$ cat config.mk
export PLATFORM = sky130hd
export DESIGN_NAME = uart_rx_engine
export DESIGN_NICKNAME = d
export VERILOG_FILES = /design/src/rtl/uart_rx_engine.sv
export SDC_FILE = /design/constraint.sdc
export NUM_CORES = 1
export LEC_CHECK = 0
export BUFFER_PORTS_ARGS = -buffer_cell sky130_fd_sc_hd__buf_4
export CAP_MARGIN = 20
export CELL_PAD_IN_SITES_DETAIL_PLACEMENT = 1
export CELL_PAD_IN_SITES_GLOBAL_PLACEMENT = 1
export CORE_ASPECT_RATIO = 1.25
export CORE_MARGIN = 2
export CORE_UTILIZATION = 47
export DETAILED_ROUTE_END_ITERATION = 16
export GPL_TIMING_DRIVEN = 1
export HOLD_SLACK_MARGIN = 0.08
export MAX_ROUTING_LAYER = met4
export PLACE_DENSITY_LB_ADDON = 0.1
export SLEW_MARGIN = 20
export SYNTH_ARGS = -nofsm -noshare
export SYNTH_HDL_FRONTEND = slang
export SYNTH_SLANG_ARGS = --single-unit
$ cat constraint.sdc
create_clock -name clock -period 3.9 [get_ports clock]
set_input_delay 0.195 -clock clock [delete_from_list [all_inputs] [get_ports clock]]
set_output_delay 0.195 -clock clock [all_outputs]
set_load 0.02 [all_outputs]
$ cat src/rtl/uart_rx_engine.sv
// UART receive engine: oversampled start/data/parity/stop recovery with 3-sample majority vote,
// valid/ready word output, per-word parity/framing/break flags and a sticky overrun flag.
`timescale 1ns/1ps
module uart_rx_engine #(
    parameter int unsigned DATA_BITS_MAX = 9,
    parameter int unsigned OVERSAMPLE    = 16,
    parameter int unsigned DIV_WIDTH     = 16
) (
    input  logic                     clock,
    input  logic                     reset,
    input  logic                     uart_en,
    input  logic                     rx_en,
    input  logic [DIV_WIDTH-1:0]     baud_div,
    input  logic [3:0]               data_len,
    input  logic [1:0]               parity_mode,
    input  logic                     stop_bits,
    input  logic                     rx_bit,
    output logic [DATA_BITS_MAX-1:0] rx_data,
    output logic                     rx_valid,
    input  logic                     rx_ready,
    output logic                     parity_error,
    output logic                     frame_error,
    output logic                     break_detect,
    output logic                     overrun_error,
    input  logic                     err_clear,
    output logic                     busy
);

    localparam int unsigned TickW = $clog2(OVERSAMPLE);
    localparam logic [TickW-1:0] TickS0   = TickW'(OVERSAMPLE / 2 - 1);
    localparam logic [TickW-1:0] TickS1   = TickW'(OVERSAMPLE / 2);
    localparam logic [TickW-1:0] TickVote = TickW'(OVERSAMPLE / 2 + 1);
    localparam logic [TickW-1:0] TickLast = TickW'(OVERSAMPLE - 1);

    typedef enum logic [2:0] {
        StIdle, StHunt, StStart, StData, StParity, StStop, StStop2
    } state_e;

    state_e                   state_q, state_d;
    logic                     meta_q, rxs_q;
    logic [DIV_WIDTH-1:0]     div_cnt_q, div_cnt_d;
    logic [TickW-1:0]         tick_cnt_q, tick_cnt_d;
    logic [1:0]               samp_q, samp_d;
    logic [DATA_BITS_MAX-1:0] shift_q, shift_d;
    logic [3:0]               bit_cnt_q, bit_cnt_d;
    logic [3:0]               len_q, len_d;
    logic                     par_en_q, par_en_d;
    logic                     par_odd_q, par_odd_d;
    logic                     two_stop_q, two_stop_d;
    logic                     par_bit_q, par_bit_d;
    logic                     par_err_q, par_err_d;
    logic                     frm_err_q, frm_err_d;
    logic                     wait_high_q, wait_high_d;
    logic [DATA_BITS_MAX-1:0] data_q, data_d;
    logic                     valid_q, valid_d;
    logic                     pe_q, pe_d;
    logic                     fe_q, fe_d;
    logic                     bd_q, bd_d;
    logic                     ovr_q, ovr_d;

    logic [DIV_WIDTH-1:0] div_load;
    logic [3:0]           len_clamp;
    logic                 running, tick, vote_now, bit_end, voted, start_hit;
    logic                 commit, fe_now, bd_now;

    always_comb begin
        div_load  = ((baud_div == '0) ? DIV_WIDTH'(1) : baud_div) - DIV_WIDTH'(1);
        len_clamp = (data_len < 4'd5) ? 4'd5 :
                    (data_len > 4'(DATA_BITS_MAX)) ? 4'(DATA_BITS_MAX) : data_len;
        running   = (state_q != StIdle) && (state_q != StHunt);
        tick      = running && (div_cnt_q == '0);
        vote_now  = tick && (tick_cnt_q == TickVote);
        bit_end   = tick && (tick_cnt_q == TickLast);
        voted     = (samp_q[0] & samp_q[1]) | (samp_q[0] & rxs_q) | (samp_q[1] & rxs_q);
        // A break holds the line low past the stop bit; don't re-arm until it returns high.
        start_hit = (state_q == StHunt) && uart_en && rx_en && !rxs_q && !wait_high_q;
        fe_now    = frm_err_q | ~voted;
        bd_now    = (shift_q == '0) && (!par_en_q || !par_bit_q) && fe_now;
        busy      = running;
    end

    always_comb begin
        state_d    = state_q;
        div_cnt_d  = div_cnt_q;
        tick_cnt_d = tick_cnt_q;
        samp_d     = samp_q;
        shift_d    = shift_q;
        bit_cnt_d  = bit_cnt_q;
        len_d      = len_q;
        par_en_d   = par_en_q;
        par_odd_d  = par_odd_q;
        two_stop_d = two_stop_q;
        par_bit_d  = par_bit_q;
        par_err_d  = par_err_q;
        frm_err_d  = frm_err_q;
        commit     = 1'b0;

        if (start_hit) begin
            div_cnt_d = div_load;
        end else if (running) begin
            div_cnt_d = tick ? div_load : div_cnt_q - DIV_WIDTH'(1);
        end

        if (tick) begin
            tick_cnt_d = (tick_cnt_q == TickLast) ? '0 : tick_cnt_q + TickW'(1);
            if (tick_cnt_q == TickS0) samp_d[0] = rxs_q;
            if (tick_cnt_q == TickS1) samp_d[1] = rxs_q;
        end

        unique case (state_q)
            StIdle: begin
                if (uart_en) state_d = StHunt;
            end
            StHunt: begin
                if (start_hit) begin
                    state_d    = StStart;
                    tick_cnt_d = '0;
                    shift_d    = '0;
                    bit_cnt_d  = '0;
                    len_d      = len_clamp;
                    par_en_d   = (parity_mode == 2'b01) || (parity_mode == 2'b10);
                    par_odd_d  = (parity_mode == 2'b10);
                    two_stop_d = stop_bits;
                    par_bit_d  = 1'b0;
                    par_err_d  = 1'b0;
                    frm_err_d  = 1'b0;
                end
            end
            StStart: begin
                if (vote_now && voted) state_d = StHunt;
                else if (bit_end)      state_d = StData;
            end
            StData: begin
                if (vote_now) begin
                    for (int unsigned i = 0; i < DATA_BITS_MAX; i++) begin
                        if (4'(i) == bit_cnt_q) shift_d[i] = voted;
                    end
                    bit_cnt_d = bit_cnt_q + 4'd1;
                end
                if (bit_end && (bit_cnt_q == len_q)) begin
                    state_d = par_en_q ? StParity : StStop;
                end
            end
            StParity: begin
                if (vote_now) begin
                    par_bit_d = voted;
                    par_err_d = voted != ((^shift_q) ^ par_odd_q);
                end
                if (bit_end) state_d = StStop;
            end
            StStop: begin
                if (vote_now) begin
                    frm_err_d = fe_now;
                    if (!two_stop_q) begin
                        commit  = 1'b1;
                        state_d = StHunt;
                    end
                end else if (bit_end) begin
                    state_d = StStop2;
                end
            end
            StStop2: begin
                if (vote_now) begin
                    frm_err_d = fe_now;
                    commit    = 1'b1;
                    state_d   = StHunt;
                end
            end
            default: state_d = StIdle;
        endcase

        if (!uart_en) begin
            state_d = StIdle;
            commit  = 1'b0;
        end
    end

    always_comb begin
        data_d      = data_q;
        valid_d     = valid_q;
        pe_d        = pe_q;
        fe_d        = fe_q;
        bd_d        = bd_q;
        ovr_d       = ovr_q;
        wait_high_d = wait_high_q;

        if (commit && !voted) wait_high_d = 1'b1;
        else if (rxs_q)       wait_high_d = 1'b0;

        if (commit) begin
            if (!valid_q || rx_ready) begin
                data_d  = shift_q;
                valid_d = 1'b1;
                pe_d    = par_err_q;
                fe_d    = fe_now;
                bd_d    = bd_now;
            end else begin
                ovr_d = 1'b1;
            end
        end else if (valid_q && rx_ready) begin
            valid_d = 1'b0;
        end

        if (err_clear && !(commit && valid_q && !rx_ready)) ovr_d = 1'b0;
    end

    always_ff @(posedge clock) begin
        if (reset) begin
            state_q     <= StIdle;
            meta_q      <= 1'b1;
            rxs_q       <= 1'b1;
            div_cnt_q   <= '0;
            tick_cnt_q  <= '0;
            samp_q      <= 2'b11;
            shift_q     <= '0;
            bit_cnt_q   <= '0;
            len_q       <= 4'd5;
            par_en_q    <= 1'b0;
            par_odd_q   <= 1'b0;
            two_stop_q  <= 1'b0;
            par_bit_q   <= 1'b0;
            par_err_q   <= 1'b0;
            frm_err_q   <= 1'b0;
            wait_high_q <= 1'b0;
            data_q      <= '0;
            valid_q     <= 1'b0;
            pe_q        <= 1'b0;
            fe_q        <= 1'b0;
            bd_q        <= 1'b0;
            ovr_q       <= 1'b0;
        end else begin
            state_q     <= state_d;
            meta_q      <= rx_bit;
            rxs_q       <= meta_q;
            div_cnt_q   <= div_cnt_d;
            tick_cnt_q  <= tick_cnt_d;
            samp_q      <= samp_d;
            shift_q     <= shift_d;
            bit_cnt_q   <= bit_cnt_d;
            len_q       <= len_d;
            par_en_q    <= par_en_d;
            par_odd_q   <= par_odd_d;
            two_stop_q  <= two_stop_d;
            par_bit_q   <= par_bit_d;
            par_err_q   <= par_err_d;
            frm_err_q   <= frm_err_d;
            wait_high_q <= wait_high_d;
            data_q      <= data_d;
            valid_q     <= valid_d;
            pe_q        <= pe_d;
            fe_q        <= fe_d;
            bd_q        <= bd_d;
            ovr_q       <= ovr_d;
        end
    end

    assign rx_data       = data_q;
    assign rx_valid      = valid_q;
    assign parity_error  = pe_q;
    assign frame_error   = fe_q;
    assign break_detect  = bd_q;
    assign overrun_error = ovr_q;

endmodule

**Word-level counts from Yosys, hierarchy flattened**

Cells that the tools add are included.

- Reductions and logical operators: 63
- Equal/unequal tests: 43
- Div/mod/pow operators: 0
- Bitwise operators: 10
- $lt $le $gt $ge: 2
- Shift operators: 0
- Multipliers: 0
- Add/sub/neg operators: 4
- Muxes and demuxes: 53

Operators with widths:

| operator | number |
|---|---|
| $mux W16 | 4 |
| $reduce_and A4 Y1 | 9 |
| $logic_not A16 Y1 | 2 |
| $mux W4 | 8 |
| $sub A16 B1 Y16 const B | 2 |
| $ne A2 B2 Y1 const B | 15 |
| $mux W3 | 9 |
| $mux W1 | 23 |
| $pmux W3 S7 | 1 |
| $mux W9 | 2 |
| $pmux W9 S2 | 1 |
| $logic_and A1 B1 Y1 | 17 |
| $eq A3 B4 Y1 const A | 4 |
| $eq A4 B4 Y1 const B | 3 |
| $reduce_and A2 Y1 | 6 |
| $reduce_bool A2 Y1 | 6 |
| $eq A3 B3 Y1 const B | 3 |
| $logic_not A9 Y1 | 1 |
| $ne A3 B3 Y1 const B | 3 |
| $reduce_and A3 Y1 | 3 |
| $reduce_xor A9 Y1 | 1 |
| $add A4 B1 Y4 const B | 2 |
| $eq A2 B4 Y1 const A | 2 |
| $logic_not A1 Y1 | 8 |
| other kinds (25) | 40 |

- Memories kept: 0
- Bits in latches: 0
- RAM bits: 0
- Bits of input ports: 30
- Bits in read-only memories: 0
- Register bits after elaboration: 65

**Longest topological paths before layout**

Gate-level depths: netlist (run 1).

- Depth after elaboration: 12
- Depth in mapped cells: 10
- Depth with buffers taken out: 10

**Worst setup path after synthesis (run 1)**

No wires, ideal clock.

- Kind: input-to-reg
- From: input port baud_div[0]
- To: register div_cnt_q[10]
- Data arrival time: 1,875 ps
- Cell stages on the path: 10
- Buffers on the path: 0
- Setup time: 130 ps
- Setup slack: 1,895 ps
- Required time: 3,770 ps
- Cell sequence: nor4_1 and2_1 a31oi_1 ha_1 nor3b_1 nand2_1 nor3_1 xor2_1 a21oi_1 o22ai_1

- Longest elaborated chain between the ends: 6

RTL lines:

| element | line | text |
|---|---|---|
| start, declared | 13 | `input logic [DIV_WIDTH-1:0] baud_div,` |
| $logic_not A16 Y1 | 67 | `div_load = ((baud_div == '0) ? DIV_WIDTH'(1) : baud_div) - DIV_WIDTH'(1);` |
| $mux W16 * | 67 |  |
| $sub A16 B1 Y16 * | 67 |  |
| $mux W16 | 101 | `div_cnt_d = tick ? div_load : div_cnt_q - DIV_WIDTH'(1);` |
| $mux W16 | 100 | `end else if (running) begin` |
| $mux W16 * | 98 | `if (start_hit) begin` |
| end signal, assigned | 235 | `div_cnt_q <= div_cnt_d;` |
| end, declared | 41 | `logic [DIV_WIDTH-1:0] div_cnt_q, div_cnt_d;` |

Mark *: on every way between the ends. The rest lies on a longest branch, timed or not. The select of a mux whose other input is x is not followed.
A chain may end at the register's enable or synchronous reset.

**Worst setup path in the final report (run 1)**

- From: register div_cnt_q[0]
- To: register div_cnt_q[6]

- Longest elaborated chain between the ends: 5

RTL lines:

| element | line |
|---|---|
| branches (longest 2 deep; another with $sub A16 B1 Y16) | - |
| $mux W16 * | 101 |
| $mux W16 * | 100 |
| $mux W16 * | 98 |

Every way passes the cells marked *. The select of a mux whose other input is x is not followed.

==> run metrics, run 1 <==
post-synth cell types 66; Area growth syn-to-layout 15.59%; final setup margin 1.187 ns; Critical Path RT 4.13 ns; critical path endpoint div_cnt_q[6]; Reg power frac 0.408; total placed cells including tap cells 622; DPL Wire Length 8164 µm; I/O Pins 45; pin count of the biggest net entering global routing 47; gr usage total 0.2644; switching power 586.2 µW; ant diodes 0; H-tree depth 3; switching part of the total 0.3278; Max-Cap Viols 0; vias in the first global route 3820; Final Hold Viols 0; worst-margin pin slew 0.9521 ns; Clock Power Share 0.328; Post-CTS Setup Bufs 0; Clock transition at path regs 0.07 ns; Reg2Reg Capture Point div_cnt_q[6]; drt first pass iters 4; Post-Syn Instances 495; share of total power in combinational logic 0.263; Seq/Total Area, Yosys 0.3351; die footprint 9011 µm²; Startpoint Class flop; Worst Skew 0.005731 ns; Pint 1.202 mW; share of post-route cells with drive strength above 1 0.1534; Row Count 37; Syn. warnings 0; via/cell ratio 5.788; RePlAce Congestion 0.9048; flop and latch count out of synthesis 65; Non-Filler Instances 638; placed standard-cell area 4284 µm²; Core Util, Final 0.5510; Max Fanout on Critical Path 26; Mapped Area 3884 µm²; CTS tree done; Reg2Reg Setup Slack 1.19 ns; R2R Path Start div_cnt_q[0]; Final Max Tran Viols 0; GRT overflow 0; Worst Setup SP div_cnt_q[0]; setup tns final 0 ns; main combinational cell family by area after synthesis simple AND/OR/NAND/NOR gates; later-pin clock latency in the skew report 0.36 ns; FILL cells 1037; Setup WS pre-CTS 1.192 ns; DRT antenna net count 0; Starting Density 0.4767; Lkg Pwr 1.677 nW; Setup-failing EPs final 0; crit path DAT 2.94 ns; Hold WS 0.09148 ns; EDFF count, synth 0; first-pass GRT wire length 18550 µm; DR DRC count 0; vias after detailed routing 3693; Placeable Area 8148 µm²; async set-reset flop share out of synthesis 0; Final min period 2.713 ns; Final Power 1.788 mW; Synthesized Nets 540; initial antenna violation count 0; Initial DRC Count 189; # port buffers 44; Post-Synth Simple-Gate Area 0.2977; RSZ-0062 raised after global routing false; mux contribution to synthesized area 0.03930; WS Path Type flop to flop; CTS Buf Count 9; Worst VDD drop 0.2288 mV; Reg2Reg Depth 9; Compound-Gate Fraction of Synth Area 0.1769; xor/xnor cell area share of the yosys netlist 0.05412; Chip Height 105.6 µm; prevailing post-synth register cell dfxtp_1; class of the worst hold path primary input to flop; power per cell area 398.3 nW/µm²; post-route cell area 4489 µm²; fmax 368.6 MHz; final wirelength 10950 µm; CTS root buffer clkbuf_8; status complete, no violations; WL/cell 17.17 µm; Post-Synth Adder-Cell Area 0.05090; fin nets 582; CTS sink cnt 65; Slew HR 0.3652; Max Buffers Root-to-Sink 2; Syn Area/Cell 7.846 µm²; die span in x 85.31 µm; CP Capture Type flop; period utilization 0.6956
[registers in the layout (all words and copies together) (netlist names), 2 cells and up]
register / count
len_q: 4
state_q: 3
rx_data: 9
tick_cnt_q: 4
samp_q: 2
div_cnt_q: 16
shift_q: 9
bit_cnt_q: 4
[worst max-delay path, stage by stage, from the launching register on]
cell and delay [ns]:
dfxtp_1 0.34, inv_1 0.11, ha_1 0.20, nor4b_4 0.28
nand4_4 0.19, o21ai_2 0.78, buf_4 0.30, a21oi_1 0.05
o21ai_0 0.22, a21oi_1 0.10
[power by group through the flow]
| stage | logic, mW | registers (mW) | clock network, mW |
|---|---|---|---|
| 6_report | 0.471 | 0.730 | 0.587 |
| 5_1_grt | 0.526 | 0.734 | 0.632 |
| 4_1_cts | 0.472 | 0.730 | 0.597 |
| 3_5_place_dp | 0.467 | 0.745 | 0 |
| 3_3_place_gp | 0.454 | 0.743 | 0 |
| 2_1_floorplan | 0.351 | 0.731 | 0 |
[cells by family after synthesis]
| logic type | Yosys count |
|---|---|
| XOR/XNOR | 24 |
| AO/OA/AOI/OAI | 113 |
| buffers and inverters | 44 |
| multiplexers | 15 |
| adder cells (fa/ha/maj) | 16 |
| AND/OR/NAND/NOR | 218 |
| flip-flops | 65 |
[how the worst min path moves through the flow]
stage	to	cells past startpoint	start
after floorplan	meta_q	1	rx_bit
after global placement	meta_q	2	rx_bit
after detailed placement	meta_q	2	rx_bit
after CTS	two_stop_q	3	stop_bits
after global routing	two_stop_q	3	stop_bits
final	two_stop_q	3	stop_bits
[cell usage after synthesis (5+ instances only)]
library cell  count  share of area
dfxtp_1          65           0.34
o21ai_0          29          0.037
inv_1            24          0.023
nor3_1           12          0.015
buf_2             5         0.0064
o22ai_1           5         0.0081
nor3b_1           8          0.015
clkbuf_1         11          0.011
ha_1             15          0.048
and2_1            5         0.0081
nor4_1            9          0.014
a21oi_1          46          0.059
nand2_1          78          0.075
mux2i_1          13          0.034
xor2_1            8          0.018
nand3_1          20          0.026
xnor2_1          16          0.036
nor2_1           41          0.040
nand3b_1          5         0.0097
[metal layers]
layer	up-vias	part of all wire	GRT usage	wire, µm
met5	-	0	-	0
li1	1826	-	-	-
met3	18	0.032	0.05403	350
met4	0	0.017	0.07823	186
met2	67	0.55	0.4883	6028
met1	1782	0.40	0.2799	4388
[cells in the final DEF, fill, tap and decap left out, types with 4 or more instances in the layout]
master / synthesis / final
nand3_1: 20 / 20
nand2_1: 78 / 78
nor3_1: 12 / 12
nand4b_1: 4 / 4
nor2b_1: 4 / 4
xnor2_1: 16 / 16
o22ai_1: 5 / 5
a31oi_1: 4 / 4
xor2_1: 8 / 8
inv_1: 24 / 24
and4_1: 4 / 4
ha_1: 15 / 15
clkbuf_8: 0 / 11
nor3b_1: 8 / 8
mux2i_1: 13 / 13
nor4_1: 9 / 9
a21oi_1: 46 / 46
nand3b_1: 5 / 5
o21ai_0: 29 / 29
dfxtp_1: 65 / 65
nor2_1: 41 / 41
and2_1: 5 / 5
buf_4: 0 / 48
[timing repair]
action	4_1_cts	5_1_grt
gates resized for setup	0	0
endpoints found under the setup margin	0	0
hold buffers	1	0
hold endpoints to repair	1	0
[final cells by class]
class / count / area [µm²] / area share
Inverter: 26 / 97.59 / 0.02174
Clock buffer: 12 / 155.1 / 0.03456
Sequential cell: 65 / 1301 / 0.2899
Clock inverter: 3 / 40.04 / 0.008919
Tap cell: 97 / 121.4 / 0.02703
Timing Repair Buffer: 49 / 370.4 / 0.08250
Multi-Input combinational cell: 386 / 2404 / 0.5354
Power figures use the tool's default switching activity.
==> run 2, diff against run 1 <==
--- a/config.mk
+++ b/config.mk
@@ -11,7 +11,7 @@
 export CELL_PAD_IN_SITES_GLOBAL_PLACEMENT = 1
 export CORE_ASPECT_RATIO = 1.25
 export CORE_MARGIN = 2
-export CORE_UTILIZATION = 47
+export CORE_UTILIZATION = 43
 export DETAILED_ROUTE_END_ITERATION = 16
 export GPL_TIMING_DRIVEN = 1
 export HOLD_SLACK_MARGIN = 0.08
==> constraint.sdc (replaced) <==
create_clock -name clock -period 2.6 [get_ports clock]
set_input_delay 0.13 -clock clock [delete_from_list [all_inputs] [get_ports clock]]
set_output_delay 0.13 -clock clock [all_outputs]
set_load 0.02 [all_outputs]
==> run 2 against run 1 <==
Via count grew 1.7%. Global-route usage shrank 0.75 points. Wire length grew 1.1%. Clock-buffer cell count shrank 1. Critical path type unchanged. Power grew 58%. Non-clock buffer count grew 20. First-iteration DRC count shrank 28%. Design area grew 5.3%. Combinational power grew 62%. Sequential power grew 49%. Highest routed layer unchanged. Largest cell class unchanged. Clock skew grew 0.0054 ns.
==> run metrics, run 2 (synthesis gave the netlist of run 1 again) <==
status complete, no violations (unchanged); GRT overflow 0 (unchanged); vias in the first global route 3963 (was 3820); number of flip-flops under the largest register name 16 (unchanged); Core Util, Final 0.5405 (was 0.5510); switching part of the total 0.3233 (was 0.3278); RSZ-0062 raised after global routing true (was false); final setup margin 0.1561 ns (was 1.187 ns); CTS root buffer clkbuf_8 (unchanged); gr usage total 0.2569 (was 0.2644); later-pin clock latency in the skew report 0.36 ns (about the same); Worst Skew 0.01115 ns (was 0.005731 ns); Worst Setup SP div_cnt_q[0] (unchanged); switching power 912.8 µW (was 586.2 µW); commonest non-fill, non-tap cell in the layout nand2_1 (unchanged); Final Max Tran Viols 0 (unchanged); initial antenna violation count 0 (unchanged); Final Hold Viols 0 (unchanged); Hold WS 0.1043 ns (was 0.09148 ns); commonest non-fill, non-tap cells in the layout nand2_1, dfxtp_1, buf_4, a21oi_1, nor2_1 (unchanged); class of the worst hold path primary input to flop (unchanged); vias after detailed routing 3757 (was 3693); FILL cells 1140 (was 1037); Worst VDD drop 0.2725 mV (was 0.2288 mV); Reg2Reg Setup Slack 0.16 ns (was 1.19 ns); Placeable Area 8748 µm² (was 8148 µm²); fmax 409.2 MHz (was 368.6 MHz); CTS sink cnt 65 (unchanged); Max Fanout on Critical Path 11 (was 26); footprint of the multi-input gates 2424 µm² (was 2404 µm²); DR DRC count 0 (unchanged); Reg2Reg Depth 8 (was 9); CTS Buf Count 9 (unchanged); final wirelength 11080 µm (was 10950 µm); Clock Power Share 0.344 (was 0.328); Clock transition at path regs 0.08 ns (was 0.07 ns); largest reg by FF count div_cnt_q (unchanged); via/cell ratio 5.509 (was 5.788); drt first pass iters 4 (unchanged); FF/Latch Area 1301 µm² (unchanged); critical path endpoint div_cnt_q[15] (was div_cnt_q[6]); Max-Cap Viols 0 (unchanged); Max Buffers Root-to-Sink 2 (unchanged); RePlAce Congestion 0.8814 (was 0.9048); die footprint 9813 µm² (was 9011 µm²); grt met3 use 0.04468 (was 0.05403); DPL Wire Length 8305 µm (was 8164 µm); # port buffers 44 (unchanged); Reg power frac 0.386 (was 0.408); WS Path Type flop to flop (unchanged); met1 usage 0.2564 (was 0.2799); Slew HR 0.5609 (was 0.3652); setup tns final 0 ns (unchanged); share of post-route cells with drive strength above 1 0.1833 (was 0.1534); pin count of the biggest net entering global routing 46 (was 47); Reg2Reg Capture Point div_cnt_q[15] (was div_cnt_q[6]); met2 usage 0.4840 (was 0.4883); WL/cell 16.24 µm (was 17.17 µm); Startpoint Class flop (unchanged); CP Capture Type flop (unchanged); crit path DAT 2.71 ns (was 2.94 ns); Chip Height 110.3 µm (was 105.6 µm); first-pass GRT wire length 18830 µm (was 18550 µm); Row Count 38 (was 37); die span in x 89.01 µm (was 85.31 µm); Final min period 2.444 ns (was 2.713 ns); Setup-failing EPs final 0 (unchanged); Critical Path RT 2.86 ns (was 4.13 ns); DRT antenna net count 0 (unchanged); Pint 1.910 mW (was 1.202 mW); Final Power 2.823 mW (was 1.788 mW); grt peak-use layer met2 (unchanged); worst-margin pin slew 0.6527 ns (was 0.9521 ns); I/O Pins 45 (unchanged); share of total power in combinational logic 0.270 (was 0.263); H-tree depth 3 (unchanged); CTS tree done (unchanged); Area growth syn-to-layout 21.75% (was 15.59%); Starting Density 0.4439 (was 0.4767); R2R Path Start div_cnt_q[0] (unchanged); Setup WS pre-CTS 0.1362 ns (was 1.192 ns); Initial DRC Count 136 (was 189); Lkg Pwr 1.790 nW (was 1.677 nW); period utilization 0.9400 (was 0.6956); fin nets 602 (was 582); ant diodes 0 (unchanged); power per cell area 597.1 nW/µm² (was 398.3 nW/µm²)
run 2: critical path: stages, from the launching register on:
cell,delay (ns)
dfxtp_1,0.35
inv_1,0.11
ha_1,0.22
nor4b_4,0.29
nand4_4,0.21
o21ai_2,0.47
nor2_1,0.16
a32o_1,0.30
a211oi_1,0.25
run 2: metal layers:
layer,routed length (µm),share of wire
met5,0,0
met4,279,0.025
met3,283,0.026
met2,6236,0.56
met1,4277,0.39
run 2: area by class of cell:
type                    count  share of cell area
clock inverters             5             0.01667
well taps                 120             0.03175
flip-flops and latches     65              0.2752
repair buffers             69              0.1133
inverters                  26             0.02064
clock buffers              11             0.02990
multi-input cells         386              0.5126
run 2: power groups by stage:
stage	combinational, mW	sequential, mW	clock, mW
global placement	0.724	1.11	0
finish	0.762	1.09	0.971
detailed placement	0.743	1.11	0
CTS	0.759	1.09	0.997
global route	0.856	1.10	1.04
floorplan	0.526	1.10	0
run 2: timing repair:
item                       in CTS  in global routing
hold endpoints to repair        8                  0
hold buffers                    7                  0
setup buffers                   0                  0
setup endpoints to repair       0                 21
resized for setup               0                  5
run 2: through the flow:
stage / instances / instance area [µm²]
after global placement: 659 / 4418
after global routing: 682 / 4728
after detailed placement: 659 / 4418
after floorplan: 495 / 3884
final: 682 / 4728
after CTS: 682 / 4708
run 2: how the worst min path moves through the flow:
stage	startpoint	to	cells past startpoint
global route	data_len[3]	len_q[3]	3
finish	data_len[3]	len_q[3]	3
CTS	data_len[3]	len_q[3]	3
detailed placement	rx_bit	meta_q	2
floorplan	rx_bit	meta_q	1
global placement	rx_bit	meta_q	2
